**config.mk**
```make
export PLATFORM = sky130hd
export DESIGN_NAME = uart_tx_stream
export DESIGN_NICKNAME = d
export VERILOG_FILES = /design/src/rtl/uart_pkg.sv /design/src/rtl/uart_bit_timer.sv /design/src/rtl/uart_tx_stream.sv
export SDC_FILE = /design/constraint.sdc
export NUM_CORES = 1
export LEC_CHECK = 0
export ABC_AREA = 1
export ABC_CLOCK_PERIOD_IN_PS = 2000
export CAP_MARGIN = 10
export CORE_MARGIN = 2
export CORE_UTILIZATION = 55
export CTS_CLUSTER_DIAMETER = 50
export CTS_CLUSTER_SIZE = 16
export DETAILED_ROUTE_END_ITERATION = 10
export GPL_ROUTABILITY_DRIVEN = 0
export GPL_TIMING_DRIVEN = 0
export HOLD_SLACK_MARGIN = 0.05
export PLACE_DENSITY = 0.78
export SLEW_MARGIN = 20
export SYNTH_ARGS = -nofsm -noshare
export SYNTH_HDL_FRONTEND = slang
export SYNTH_HIERARCHICAL = 1
export SYNTH_SLANG_ARGS = --single-unit
```
**constraint.sdc**
```tcl
create_clock -name aclk -period 2 [get_ports aclk]
set_input_delay 0.3 -clock aclk [delete_from_list [all_inputs] [get_ports aclk]]
set_output_delay 0.3 -clock aclk [all_outputs]
set_load 0.02 [all_outputs]
```
**src/rtl/uart_pkg.sv**
```systemverilog
// uart_pkg: parity encodings, transmitter FSM states and oversample ratio shared by the UART TX and RX paths.
package uart_pkg;
   localparam int OVERSAMPLE  = 16;
   localparam int PARITY_NONE = 0;
   localparam int PARITY_ODD  = 1;
   localparam int PARITY_EVEN = 2;
   typedef enum logic [2:0] {ST_IDLE, ST_START, ST_DATA, ST_PARITY, ST_STOP} tx_state_e;
   function automatic logic parity_bit(input logic [7:0] d, input int mode);
      return (mode == PARITY_ODD) ? ~^d : ^d;
   endfunction
endpackage

```
**src/rtl/uart_bit_timer.sv**
```systemverilog
// uart_bit_timer: counts 16x-baud enables and flags the last enable of each bit period.
module uart_bit_timer
   import uart_pkg::*;
(
   input  logic aclk,
   input  logic aresetn,
   input  logic clear,
   input  logic run,
   input  logic tick,
   output logic bit_done
);
   logic [3:0] cnt_q, cnt_d;
   assign bit_done = run && tick && cnt_q == 4'(OVERSAMPLE - 1);
   always_comb cnt_d = clear ? '0 : (run && tick) ? cnt_q + 4'd1 : cnt_q;
   always_ff @(posedge aclk or negedge aresetn)
      if (!aresetn) cnt_q <= '0;
      else          cnt_q <= cnt_d;
endmodule

```
**src/rtl/uart_tx_stream.sv**
```systemverilog
// uart_tx_stream: AXI-Stream byte in, LSB-first UART frame out (start/data/parity/stop).
module uart_tx_stream
   import uart_pkg::*;
#(
   parameter int unsigned DATA_BITS = 8,
   parameter int unsigned PARITY    = 0,
   parameter int unsigned STOP_BITS = 1
) (
   input  logic       aclk,
   input  logic       aresetn,
   input  logic       clk_en_16_x_baud,
   input  logic [7:0] s_axis_tdata,
   input  logic       s_axis_tvalid,
   output logic       s_axis_tready,
   output logic       UART_TX,
   output logic       tx_busy
);
   localparam logic [7:0] DATA_MASK = 8'((9'd1 << DATA_BITS) - 9'd1);
   tx_state_e  state_q, state_d;
   logic [7:0] shift_q, shift_d;
   logic [2:0] bit_cnt_q, bit_cnt_d;
   logic       par_q, par_d, tx_q, tx_d, rdy_q, rdy_d, busy_q, busy_d;
   logic       accept, bit_done, last_data, last_stop;
   logic [7:0] data_m;
   assign accept    = s_axis_tvalid && rdy_q;
   assign data_m    = s_axis_tdata & DATA_MASK;
   assign last_data = bit_cnt_q == 3'(DATA_BITS - 1);
   assign last_stop = bit_cnt_q == 3'(STOP_BITS - 1);
   // Clearing on accept discards any enable pulse landing on the accept edge.
   uart_bit_timer u_timer (
      .aclk     (aclk),
      .aresetn  (aresetn),
      .clear    (accept),
      .run      (state_q != ST_IDLE),
      .tick     (clk_en_16_x_baud),
      .bit_done (bit_done)
   );
   always_ff @(posedge aclk or negedge aresetn)
      if (!aresetn) begin
         state_q   <= ST_IDLE;
         shift_q   <= '0;
         bit_cnt_q <= '0;
         par_q     <= 1'b0;
         tx_q      <= 1'b1;
         rdy_q     <= 1'b0;
         busy_q    <= 1'b0;
      end else begin
         state_q   <= state_d;
         shift_q   <= shift_d;
         bit_cnt_q <= bit_cnt_d;
         par_q     <= par_d;
         tx_q      <= tx_d;
         rdy_q     <= rdy_d;
         busy_q    <= busy_d;
      end
   always_comb begin
      state_d = state_q;
      case (state_q)
         ST_IDLE:   state_d = accept ? ST_START : ST_IDLE;
         ST_START:  state_d = bit_done ? ST_DATA : ST_START;
         ST_DATA:   state_d = (bit_done && last_data) ? ((PARITY != PARITY_NONE) ? ST_PARITY : ST_STOP) : ST_DATA;
         ST_PARITY: state_d = bit_done ? ST_STOP : ST_PARITY;
         ST_STOP:   state_d = (bit_done && last_stop) ? ST_IDLE : ST_STOP;
         default:   state_d = ST_IDLE;
      endcase
   end
   always_comb begin
      shift_d   = shift_q;
      bit_cnt_d = bit_cnt_q;
      par_d     = par_q;
      tx_d      = tx_q;
      rdy_d     = rdy_q;
      busy_d    = busy_q;
      case (state_q)
         ST_IDLE: begin
            shift_d   = accept ? data_m : shift_q;
            par_d     = accept ? parity_bit(data_m, PARITY) : par_q;
            bit_cnt_d = '0;
            tx_d      = !accept;
            rdy_d     = !accept;
            busy_d    = accept;
         end
         ST_START: tx_d = bit_done ? shift_q[0] : tx_q;
         ST_DATA: if (bit_done) begin
            shift_d   = shift_q >> 1;
            bit_cnt_d = last_data ? '0 : bit_cnt_q + 3'd1;
            tx_d      = !last_data ? shift_q[1] : (PARITY != PARITY_NONE) ? par_q : 1'b1;
         end
         ST_PARITY: tx_d = bit_done ? 1'b1 : tx_q;
         ST_STOP: if (bit_done) begin
            bit_cnt_d = last_stop ? '0 : bit_cnt_q + 3'd1;
            rdy_d     = last_stop;
            busy_d    = !last_stop;
         end
         default: tx_d = 1'b1;
      endcase
   end
   assign s_axis_tready = rdy_q;
   assign UART_TX       = tx_q;
   assign tx_busy       = busy_q;
endmodule
```
* Yosys cells after proc, flatten, opt, wreduce, memory -nomap -nowiden
Cells that the tools add are included.
Word-level totals: register bits after elaboration 21, output and inout port bits 3, logic and storage cells 64
Cells by class: add/subtract/negate cells 2, eq/ne operators 11, mux-type cells 25, bitwise operators 1, reductions and logical operators 18
Operator list (count):
- 3-bit 2-to-1 mux | 7
- 8-bit 2-to-1 mux | 2
- 8-bit one-hot mux with 2 select lines | 1
- 3-bit one-hot mux with 5 select lines | 1
- 2-bit inequality test (second input constant) | 5
- 3-bit one-hot mux with 3 select lines | 1
- 4-bit 2-to-1 mux | 2
- 1-bit 2-to-1 mux | 7
- 3-bit by 2-bit equality test with 1-bit output (second input constant) | 2
- 3-bit equality test (second input constant) | 2
- 3-bit zero test | 2
- 3-bit AND reduction | 2
- 2-bit nonzero test | 3
- 3-bit nonzero test | 2
- 1-bit logical AND | 5
- 1-bit one-hot mux with 5 select lines | 1
- 4-bit by 1-bit adder with 4-bit output (second input constant) | 1
- 4-bit equality test (second input constant) | 1
- 1-bit one-hot mux with 2 select lines | 2
- 4-bit AND reduction | 1
- 3-bit by 1-bit adder with 3-bit output (second input constant) | 1
- 3-bit by 1-bit equality test with 1-bit output (second input constant) | 1
- 1-bit zero test | 2
- 2-bit 2-to-1 mux | 1
- other kinds (2) | 2

* Longest topological paths before layout
Gate-level depths: netlist (run 1).
depth after elaboration 6, gate-level depth with buffers 12

* Hierarchy
Netlist (run 1), hierarchy kept.
By module, submodules not included:
- uart_tx_stream | instances 1, cells an instance 148, area an instance 1116.1 µm², sequential area each 426.7 µm²
- uart_bit_timer | instances 1, cells an instance 28, area an instance 224.0 µm², sequential area each 100.1 µm²

* Worst setup path before layout (run 1)
Ideal clock, no wire load.
kind register to register, start point register state_q[2], end point register bit_cnt_q[2], library setup time 65 ps, arrival 1705 ps, data required time 1935 ps, slack 230 ps, cell stages (with the launch flop) 13, path buffers 1, clock period less this slack 1770 ps, cell sequence dfrtp_1 -> buf_4 -> inv_2 -> nand2_1 -> nand2_2 -> nor3_2 -> and2_1 -> inv_1 -> nand3_4 -> nand2_1 -> nor2_1 -> nand2_1 -> nand2_1
Between the ends: word-level cells in the longest chain between the ends 5, elaborated cells between the ends (all ways) 11, those cells by class eq/ne: 4; mux: 1; reduce/logical: 6
Ends and longest elaborated chain:
- start: declaration | RTL line uart_tx_stream.sv:19 | tx_state_e state_q, state_d;
- start signal: assignment | RTL line uart_tx_stream.sv:48 | state_q <= state_d;
- 3-bit nonzero test (*) | RTL line uart_tx_stream.sv:34 | .run (state_q != ST_IDLE),
- 1-bit logical AND (*) (2 in series) | RTL line uart_bit_timer.sv:13 | assign bit_done = run && tick && cnt_q == 4'(OVERSAMPLE - 1);
- via bit_done | RTL line uart_tx_stream.sv:23 | logic accept, bit_done, last_data, last_stop;
- 2-bit inequality test (no line)
- 3-bit AND reduction (no line) (*)
- end signal: assignment | RTL line uart_tx_stream.sv:50 | bit_cnt_q <= bit_cnt_d;
- end: declaration | RTL line uart_tx_stream.sv:21 | logic [2:0] bit_cnt_q, bit_cnt_d;
The timed path passes the listed nets; every way through them passes the cells marked *. A chain may end at the register's enable or synchronous reset.

* Final worst setup path (run 1)
start point register state_q[0], end point register bit_cnt_q[0]
The elaborated chain is that of the path after synthesis.

==> out/qor.csv, run 1 <==
metric,value,unit
outcome,"finished, final reports clean",
final core occ,70.9,%
core footprint,2250,um2
Post-synth EDFFs,0,
endpoint class of the critical path,register,
DR vias,1186,
Area after DPL,1520,um2
CTS root buf,clkbuf_4,
final setup vio count,0,
Die ar.,2850,um2
ranking of synthesized cells by area,"dfrtp_1, nand2_1, nand3_4",
Ports,15,
Crit path arrival time,2.09,ns
synthesis-to-layout area growth,19.2,%
Clock transition at path regs,0.13,ns
Die Wd,53.4,um
CP max FO,8,
Chip Height,53.4,um
syn_area_per_cell,7.61,um2
n_diodes,0,
Final Cell Area,1600,um2
Final #Nets,215,
period utilization,92.0,%
wire per inst,12.5,um
final worst slack,0.159,ns
minimum clock period,1.84,ns
slew at the pin closest to its max-slew limit,0.490,ns
PortBufs,14,
H-Tree Depth,1,
Pleak,0.837,nW
CTS Buf Count,3,
starting density of the core,59.4,%
HPWL Detailed,2070,um
async set-reset flop share out of synthesis,100,%
top cell type by total area after synthesis,dfrtp_1,
number of global-route vias before repair,1169,
first-pass GRT wire length,5070,um
"most common cell after layout, fill and taps aside",nand2_1,
deepest clock path buffer count,2,
Synthesized Nets,193,
final total power,1.76,mW
RSZ-0062 raised after global routing,false,
"Primary FF master, synth",dfrtp_1,
WHS,0.465,ns
highest clock rate,543,MHz
crit path kind,reg -> reg,
endpoint required time on the critical path,2.25,ns
Setup Skew,0.00762,ns
#FFs+latches synth,21,
share of cells above drive strength 1,16.8,%
final wirelength,2820,um
worst rel slew slack,67.3,%
Tot GR Track Use,24.6,%
"Cell Area, Synth",1340,um2
Worst Hold Class,in -> async,
Setup WS pre-CTS,-0.100,ns
largest net degree at the start of global routing,22,
grt ovf,0,
Cell variety after synth,26,
post-route ant nets,0,
fillers,197,
sequential area share after synthesis,39.3,%
cells after synthesis,176,
DRC,0,
pwr dens,1100,nW/um2
Rows,17,
Synth top area share,37.3,%
Via density,5.27,
Ys Warns,6,
max-slew violation count,0,
Final Hold Fails,0,
max-cap violations,0,
initial antenna violation count,0,
critical path startpoint category,register,
initial DRC count,13,
CTS tree,yes,
Skew-Pair Late Insertion Delay,0.31,ns
router iterations before antenna repair,5,
peak supply drop,0.797,mV
"commonest cells after routing, fill and taps aside","nand2_1, dfrtp_1, inv_1, clkdlybuf4s50_1, nand3_1",
clock sinks,21,
## cells by family (layout without fill, tap and decap cells)
logic type | after synthesis | in the layout | share of synthesized area (%)
AOI/OAI and AO/OA | 14 | 14 | 5.51
adders and majority gates | 5 | 5 | 4.67
DFF | 21 | 21 | 39.3
and+or+nand+nor | 114 | 114 | 43.2
buffers and inverters | 22 | 43 | 7.28
## registers in the layout, summed over array words and instances, names as in the netlist
| signal | cells |
|---|---|
| tx_busy | 1 |
| bit_cnt_q | 3 |
| state_q | 3 |
| UART_TX | 1 |
| s_axis_tready | 1 |
| shift_q | 8 |
| u_timer/cnt_q | 4 |
## final timing paths
check / slack, ns / startpoint / cells after the start / endpoint
setup / recovery: 0.16 / state_q[0] / 12 / bit_cnt_q[0]
hold / removal: 0.46 / aresetn / 2 / tx_busy
setup reg to reg: 0.16 / state_q[0] / 12 / bit_cnt_q[0]
hold reg to reg: 0.50 / shift_q[1] / 2 / shift_q[1]
max in group asynchronous: 1.19 / aresetn / 2 / UART_TX
min in group aclk: 0.50 / shift_q[1] / 2 / shift_q[1]
## synth_stat cells (2+ instances only)
library cell	count
a21oi_1	6
buf_4	2
dfrtp_1	20
ha_1	5
inv_1	14
inv_2	5
nand2_1	79
nand2_4	2
nand3_1	8
nand3_4	4
nand4_1	5
nor2_1	7
nor2_4	2
o21ai_0	3
o21ai_1	3
## critical path, stage by stage, from the launching register on
cell	delay, ns
dfrtp_1	0.35
buf_4	0.17
nor2_2	0.07
nand2_4	0.10
nand2_4	0.09
nor3_4	0.13
and2_4	0.20
clkinvlp_4	0.16
nand3_4	0.15
inv_2	0.06
nor2_2	0.15
nand2_1	0.08
nand2_1	0.06
## power by group
part	switching (mW)	total [mW]	internal, mW
sequential	0.0918	0.673	0.581
combinational	0.555	0.876	0.322
clock	0.139	0.213	0.0745
total	0.785	1.76	0.977
## per-layer routing
metal	GRT usage, %	vias to the layer above	share of wire (%)
met4	8.97	0	0.92
met1	30.5	555	44
met3	2.82	2	3.5
met5	0	-	0
met2	43.2	31	51
li1	-	598	-
## area by class of cell
class	count	area, um2	share of cell area [%]
Buffer	3	33.8	2.11
Tap cell	28	35.0	2.19
Multi-Input combinational cell	133	739	46.3
Clock buffer	3	22.5	1.41
Sequential cell	21	527	33.0
Timing Repair Buffer	17	160	10.0
Inverter	19	75.1	4.70
Clock inverter	1	5.00	0.313
## per-stage QoR
stage | TNS (ns) | std cells
floorplan | 0 | 176
global placement | -0.0562 | 218
detailed placement | -0.420 | 218
CTS | 0 | 222
global route | 0 | 225
finish | 0 | 225
## what timing repair did
action,4_1_cts,5_1_grt
buffers inserted,0,2
endpoints found under the setup margin,13,14
endpoints found under the hold margin,0,20
hold buffers,0,1
pin swaps,0,1
gates resized for setup,3,6
gates cloned,0,0
Power figures use the tool's default switching activity.
==> inputs of run 2 (changes only) <==
- ABC_CLOCK_PERIOD_IN_PS: 2000 -> 1950
- PLACE_DENSITY: 0.78 -> 0.86
- clock period: 2 -> 1.95 ns (I/O delays scaled with it)
==> out/qor.csv, run 2 (synthesized netlist as in run 1, its figures left out) <==
metric,value,unit,change
outcome,"finished, final reports clean",,unchanged
"Critical Path, Cell by Cell",buf_4 > nor2_2 > nand2_2 > nand2_2 > nor3_4 > and2_4 > inv_2 > nand3_4 > nand2_1 > nor2_4 > nand2_1 > nand2_1,,was buf_4 > nor2_2 > nand2_4 > nand2_4 > nor3_4 > and2_4 > clkinvlp_4 > nand3_4 > inv_2 > nor2_2 > nand2_1 > nand2_1
Via density,5.37,,was 5.27
critical path launch point,state_q[0],,unchanged
Top Registers,"shift_q (8), u_timer/cnt_q (4)",,unchanged
final core occ,70.3,%,was 70.9%
max reg flops,8,,unchanged
wire per inst,12.9,um,was 12.5 um
Rows,17,,unchanged
first-pass GRT wire length,4930,um,was 5070 um
CTS Buf Count,3,,unchanged
initial antenna violation count,0,,unchanged
pwr dens,1150,nW/um2,was 1100 nW/um2
Crit path arrival time,2.03,ns,was 2.09 ns
share of cells above drive strength 1,16.3,%,was 16.8%
Die Wd,53.4,um,unchanged
CP max stage cell,dfrtp_1,,unchanged
Tot GR Track Use,24.1,%,was 24.6%
slew at the pin closest to its max-slew limit,0.939,ns,was 0.490 ns
CTS root buf,clkbuf_4,,unchanged
final setup vio count,0,,unchanged
n_diodes,0,,unchanged
max-cap violations,0,,unchanged
Final Hold Fails,0,,unchanged
max-slew violation count,0,,unchanged
deepest clock path buffer count,2,,unchanged
WHS,0.472,ns,was 0.465 ns
endpoint class of the critical path,register,,unchanged
HPWL Detailed,2140,um,was 2070 um
period utilization,93.2,%,was 92.0%
synthesis-to-layout area growth,18.2,%,was 19.2%
"most common cell after layout, fill and taps aside",nand2_1,,unchanged
initial DRC count,25,,was 13
number of global-route vias before repair,1148,,was 1169
"Most flops, register",shift_q,,unchanged
minimum clock period,1.82,ns,was 1.84 ns
"commonest cells after routing, fill and taps aside","nand2_1, dfrtp_1, clkdlybuf4s50_1",,"was nand2_1, dfrtp_1, inv_1, clkdlybuf4s50_1, nand3_1"
cell mode on critical path,nand2_1,,
Pleak,0.829,nW,was 0.837 nW
PortBufs,14,,unchanged
final wirelength,2890,um,was 2820 um
CTS tree,yes,,unchanged
grt ovf,0,,unchanged
Ports,15,,unchanged
peak supply drop,1.07,mV,was 0.797 mV
H-Tree Depth,1,,unchanged
largest net degree at the start of global routing,22,,unchanged
DRC,0,,unchanged
post-route ant nets,0,,unchanged
CP max FO,8,,unchanged
Reg-to-Reg Start,state_q[0],,unchanged
RSZ-0062 raised after global routing,false,,unchanged
Setup TNS,0,ns,unchanged
Die ar.,2850,um2,unchanged
crit path kind,reg -> reg,,unchanged
worst rel slew slack,37.2,%,was 67.3%
endpoint required time on the critical path,2.16,ns,was 2.25 ns
critical path startpoint category,register,,unchanged
clock sinks,21,,unchanged
starting density of the core,59.4,%,unchanged
highest clock rate,550,MHz,was 543 MHz
Clock transition at path regs,0.13,ns,about the same
critical path's largest stage delay,0.38,ns,was 0.35 ns
Chip Height,53.4,um,unchanged
Setup Skew,0.0154,ns,was 0.00762 ns
Hold Buf Count CTS,0,,unchanged
Skew-Pair Late Insertion Delay,0.32,ns,was 0.31 ns
Final #Nets,214,,was 215
core footprint,2250,um2,unchanged
router iterations before antenna repair,4,,was 5
Worst Hold Class,in -> async,,unchanged
fillers,196,,was 197
DR vias,1202,,was 1186
run 2: changes by cell type in the layout (fill, tap and decap cells not counted), sizes merged:
cell           previous run  this run
buf                       6         5
clkdlybuf4s50            13        14
clkinvlp                  1         0
dlygate4sd3               1         0
inv                      18        19
run 2: final cells by class:
type	count	area, um2	share of cell area, %
repair buffers	16	155	9.79
clock buffers	3	22.5	1.42
well taps	28	35.0	2.21
multi-input cells	133	734	46.4
flip-flops and latches	21	527	33.3
clock inverters	1	5.00	0.316
plain buffers	3	33.8	2.13
inverters	19	71.3	4.50
run 2: path summary, 6_finish.rpt:
kind | endpoint | slack [ns] | depth (start not counted)
hold / removal | state_q[2] | 0.47 | 1
min in group aclk | tx_busy | 0.50 | 2
setup / recovery | bit_cnt_q[0] | 0.13 | 12
setup reg to reg | bit_cnt_q[0] | 0.13 | 12
hold reg to reg | tx_busy | 0.50 | 2
max in group asynchronous | shift_q[7] | 0.89 | 1
run 2: power by group:
group	switching, mW	leakage, nW	total (mW)	internal (mW)
Clock	0.146	0.0177	0.222	0.0769
Combinational	0.570	0.545	0.902	0.332
Sequential	0.0937	0.266	0.690	0.596
Total	0.810	0.829	1.81	1.00
run 2: metal layers:
metal / up-vias / GRT usage (%) / part of all wire [%]
li1: 601 / - / -
met1: 573 / 30.0 / 44
met2: 22 / 43.0 / 52
met3: 6 / 1.69 / 2.8
met4: 0 / 8.97 / 1.4
met5: - / 0 / 0
run 2: timing repair:
item | 4_1_cts | 5_1_grt
gates resized for setup | 5 | 3
pin swaps | 0 | 0
endpoints found under the setup margin | 14 | 12
buffers inserted | 0 | 2
run 2: per-stage QoR:
step           total power, mW  instance area, um2  worst slack, ns  std cells
6_report                  1.81                1580            0.133        224
5_1_grt                   1.96                1580          0.00125        224
4_1_cts                   1.79                1550           0.0592        222
3_5_place_dp              1.56                1520           -0.178        218
3_3_place_gp              1.52                1520          -0.0569        218
2_1_floorplan             1.33                1340            0.180        176
run 2: worst max-delay path: cells and delay by family, from the launching register on:
family                 cells  cell delay [ns]
AND/OR/NAND/NOR           10             1.02
flip-flops                 1             0.38
buffers and inverters      2             0.30
==> inputs of run 3 (changes only) <==
- ABC_CLOCK_PERIOD_IN_PS: 1950 -> 2100
- clock period: 1.95 -> 2.1 ns (I/O delays scaled with it)
==> out/qor.csv, run 3 (synthesized netlist as in run 1, its figures left out) <==
metric,value,unit,change
first-pass GRT wire length,4940,um,was 4930 um
DR WL met2,1500,um,was 1490 um
CTS root buf,clkbuf_4,,unchanged
worst rel slew slack,37.1,%,was 37.2%
Power Internal,0.933,mW,was 1.00 mW
CTS tree,yes,,unchanged
grt ovf,0,,unchanged
final setup vio count,0,,unchanged
endpoint class of the critical path,register,,unchanged
share of cells above drive strength 1,16.3,%,unchanged
starting density of the core,59.4,%,unchanged
fillers,194,,was 196
top layer in use,met4,,unchanged
"most common cell after layout, fill and taps aside",nand2_1,,unchanged
Clock transition at path regs,0.13,ns,about the same
Net Sw Power,0.749,mW,was 0.810 mW
Worst Hold Class,in -> async,,unchanged
crit path kind,reg -> reg,,unchanged
n_diodes,0,,unchanged
slew at the pin closest to its max-slew limit,0.941,ns,was 0.939 ns
Chip Height,53.4,um,unchanged
capture point of the critical path,bit_cnt_q[0],,unchanged
Tot GR Track Use,24.2,%,was 24.1%
Pleak,0.829,nW,about the same
endpoint required time on the critical path,2.36,ns,was 2.16 ns
minimum clock period,1.93,ns,was 1.82 ns
Top Registers,"shift_q (8), u_timer/cnt_q (4)",,unchanged
core footprint,2250,um2,unchanged
Comb pwr share,49.8,%,was 49.7%
multi-input logic area,734,um2,unchanged
RSZ-0062 raised after global routing,false,,unchanged
WHS,0.499,ns,was 0.472 ns
number of global-route vias before repair,1150,,was 1148
CP max FO,7,,was 8
Final #Nets,214,,unchanged
CTS Buf Count,3,,unchanged
FF+latch area,527,um2,unchanged
H-Tree Depth,1,,unchanged
CP max stage cell,dfrtp_1,,unchanged
peak supply drop,0.984,mV,was 1.07 mV
Setup Skew,0.0129,ns,was 0.0154 ns
final wirelength,2900,um,was 2890 um
Rows,17,,unchanged
router iterations before antenna repair,4,,unchanged
Die ar.,2850,um2,unchanged
critical path launch point,state_q[2],,was state_q[0]
max-slew violation count,0,,unchanged
sequential share of power,38.1,%,was 38.0%
critical path's largest stage delay,0.39,ns,was 0.38 ns
Reg-to-Reg Start,state_q[2],,was state_q[0]
max reg flops,8,,unchanged
cells on worst reg2reg path,12,,unchanged
r2r setup slk,0.17,ns,was 0.13 ns
Via density,5.34,,was 5.37
Final Hold Fails,0,,unchanged
sw frac,44.5,%,was 44.6%
Ports,15,,unchanged
final core occ,70.4,%,was 70.3%
period utilization,92.1,%,was 93.2%
"Critical Path, Cell by Cell",buf_8 > inv_2 > nand2_2 > nand2_2 > nor3_4 > and2_4 > clkinvlp_4 > nand3_4 > nand2_1 > nor2_4 > nand2_1 > nand2_1,,was buf_4 > nor2_2 > nand2_2 > nand2_2 > nor3_4 > and2_4 > inv_2 > nand3_4 > nand2_1 > nor2_4 > nand2_1 > nand2_1
post-route ant nets,0,,unchanged
DRC,0,,unchanged
Crit path arrival time,2.19,ns,was 2.03 ns
deepest clock path buffer count,2,,unchanged
Hold Buf Count CTS,0,,unchanged
largest net degree at the start of global routing,22,,unchanged
HPWL Detailed,2140,um,unchanged
initial antenna violation count,0,,unchanged
max-cap violations,0,,unchanged
"commonest cells after routing, fill and taps aside","nand2_1, dfrtp_1, clkdlybuf4s50_1",,unchanged
PortBufs,14,,unchanged
Skew-Pair Late Insertion Delay,0.32,ns,about the same
Die Wd,53.4,um,unchanged
wire per inst,13.0,um,was 12.9 um
pwr dens,1060,nW/um2,was 1150 nW/um2
DR vias,1197,,was 1202
critical path startpoint category,register,,unchanged
outcome,"finished, final reports clean",,unchanged
cell mode on critical path,nand2_1,,unchanged
initial DRC count,19,,was 25
R2R Path End,bit_cnt_q[0],,unchanged
highest clock rate,517,MHz,was 550 MHz
clock share of power,12.1,%,was 12.3%
"Most flops, register",shift_q,,unchanged
routed length on met1,1270,um,about the same
clock sinks,21,,unchanged
synthesis-to-layout area growth,18.5,%,was 18.2%
metal3 WL,80,um,unchanged
run 3: changes by cell type in the layout (fill, tap and decap cells not counted):
cell and change:
inv_2 -1, clkinvlp_4 +1
run 3: worst max-delay path: cells and delay by family (launching register included):
kind                   cells  cell delay (ns)
AND/OR/NAND/NOR            9             1.13
flip-flops                 1             0.39
buffers and inverters      3             0.36
run 3: metal layers:
layer	global-route usage [%]	vias up
met2	43.0	23
met5	0	-
li1	-	597
met3	1.69	5
met1	30.2	572
met4	8.97	0
run 3: area by class of cell:
class	count	area share, %
Multi-Input combinational cell	133	46.3
Sequential cell	21	33.2
Timing Repair Buffer	16	9.77
Inverter	19	4.73
Tap cell	28	2.21
Buffer	3	2.13
Clock buffer	3	1.42
Clock inverter	1	0.315
run 3: what timing repair did:
item | 4_1_cts | 5_1_grt
resized for setup | 2 | 6
hold endpoints to repair | 0 | 0
buffers inserted | 0 | 2
setup endpoints to repair | 3 | 14
run 3: worst min-delay path by stage:
stage,start,endpoint,slack [ns]
6_report,aresetn,u_timer/cnt_q[0],0.50
5_1_grt,UART_TX,UART_TX,0.52
4_1_cts,UART_TX,UART_TX,0.49
3_5_place_dp,tx_busy,tx_busy,0.47
3_3_place_gp,shift_q[2],shift_q[2],0.46
2_1_floorplan,aresetn,bit_cnt_q[0],0.02
run 3: power groups by stage:
| stage | Clock [mW] | Combinational [mW] | Sequential [mW] |
|---|---|---|---|
| global route | 0.225 | 0.936 | 0.659 |
| finish | 0.204 | 0.837 | 0.640 |
| floorplan | 0 | 0.575 | 0.662 |
| CTS | 0.203 | 0.818 | 0.639 |
| global placement | 0 | 0.771 | 0.640 |
| detailed placement | 0 | 0.806 | 0.647 |
run 3: through the flow:
step | TNS, ns | worst slack [ns] | cells | instance area, um2 | total power, mW
global placement | 0 | 0.0931 | 218 | 1520 | 1.41
finish | 0 | 0.166 | 224 | 1590 | 1.68
CTS | 0 | 0.0423 | 222 | 1550 | 1.66
floorplan | 0 | 0.330 | 176 | 1340 | 1.24
detailed placement | -0.0753 | -0.0285 | 218 | 1520 | 1.45
global route | 0 | 0.00733 | 224 | 1590 | 1.82
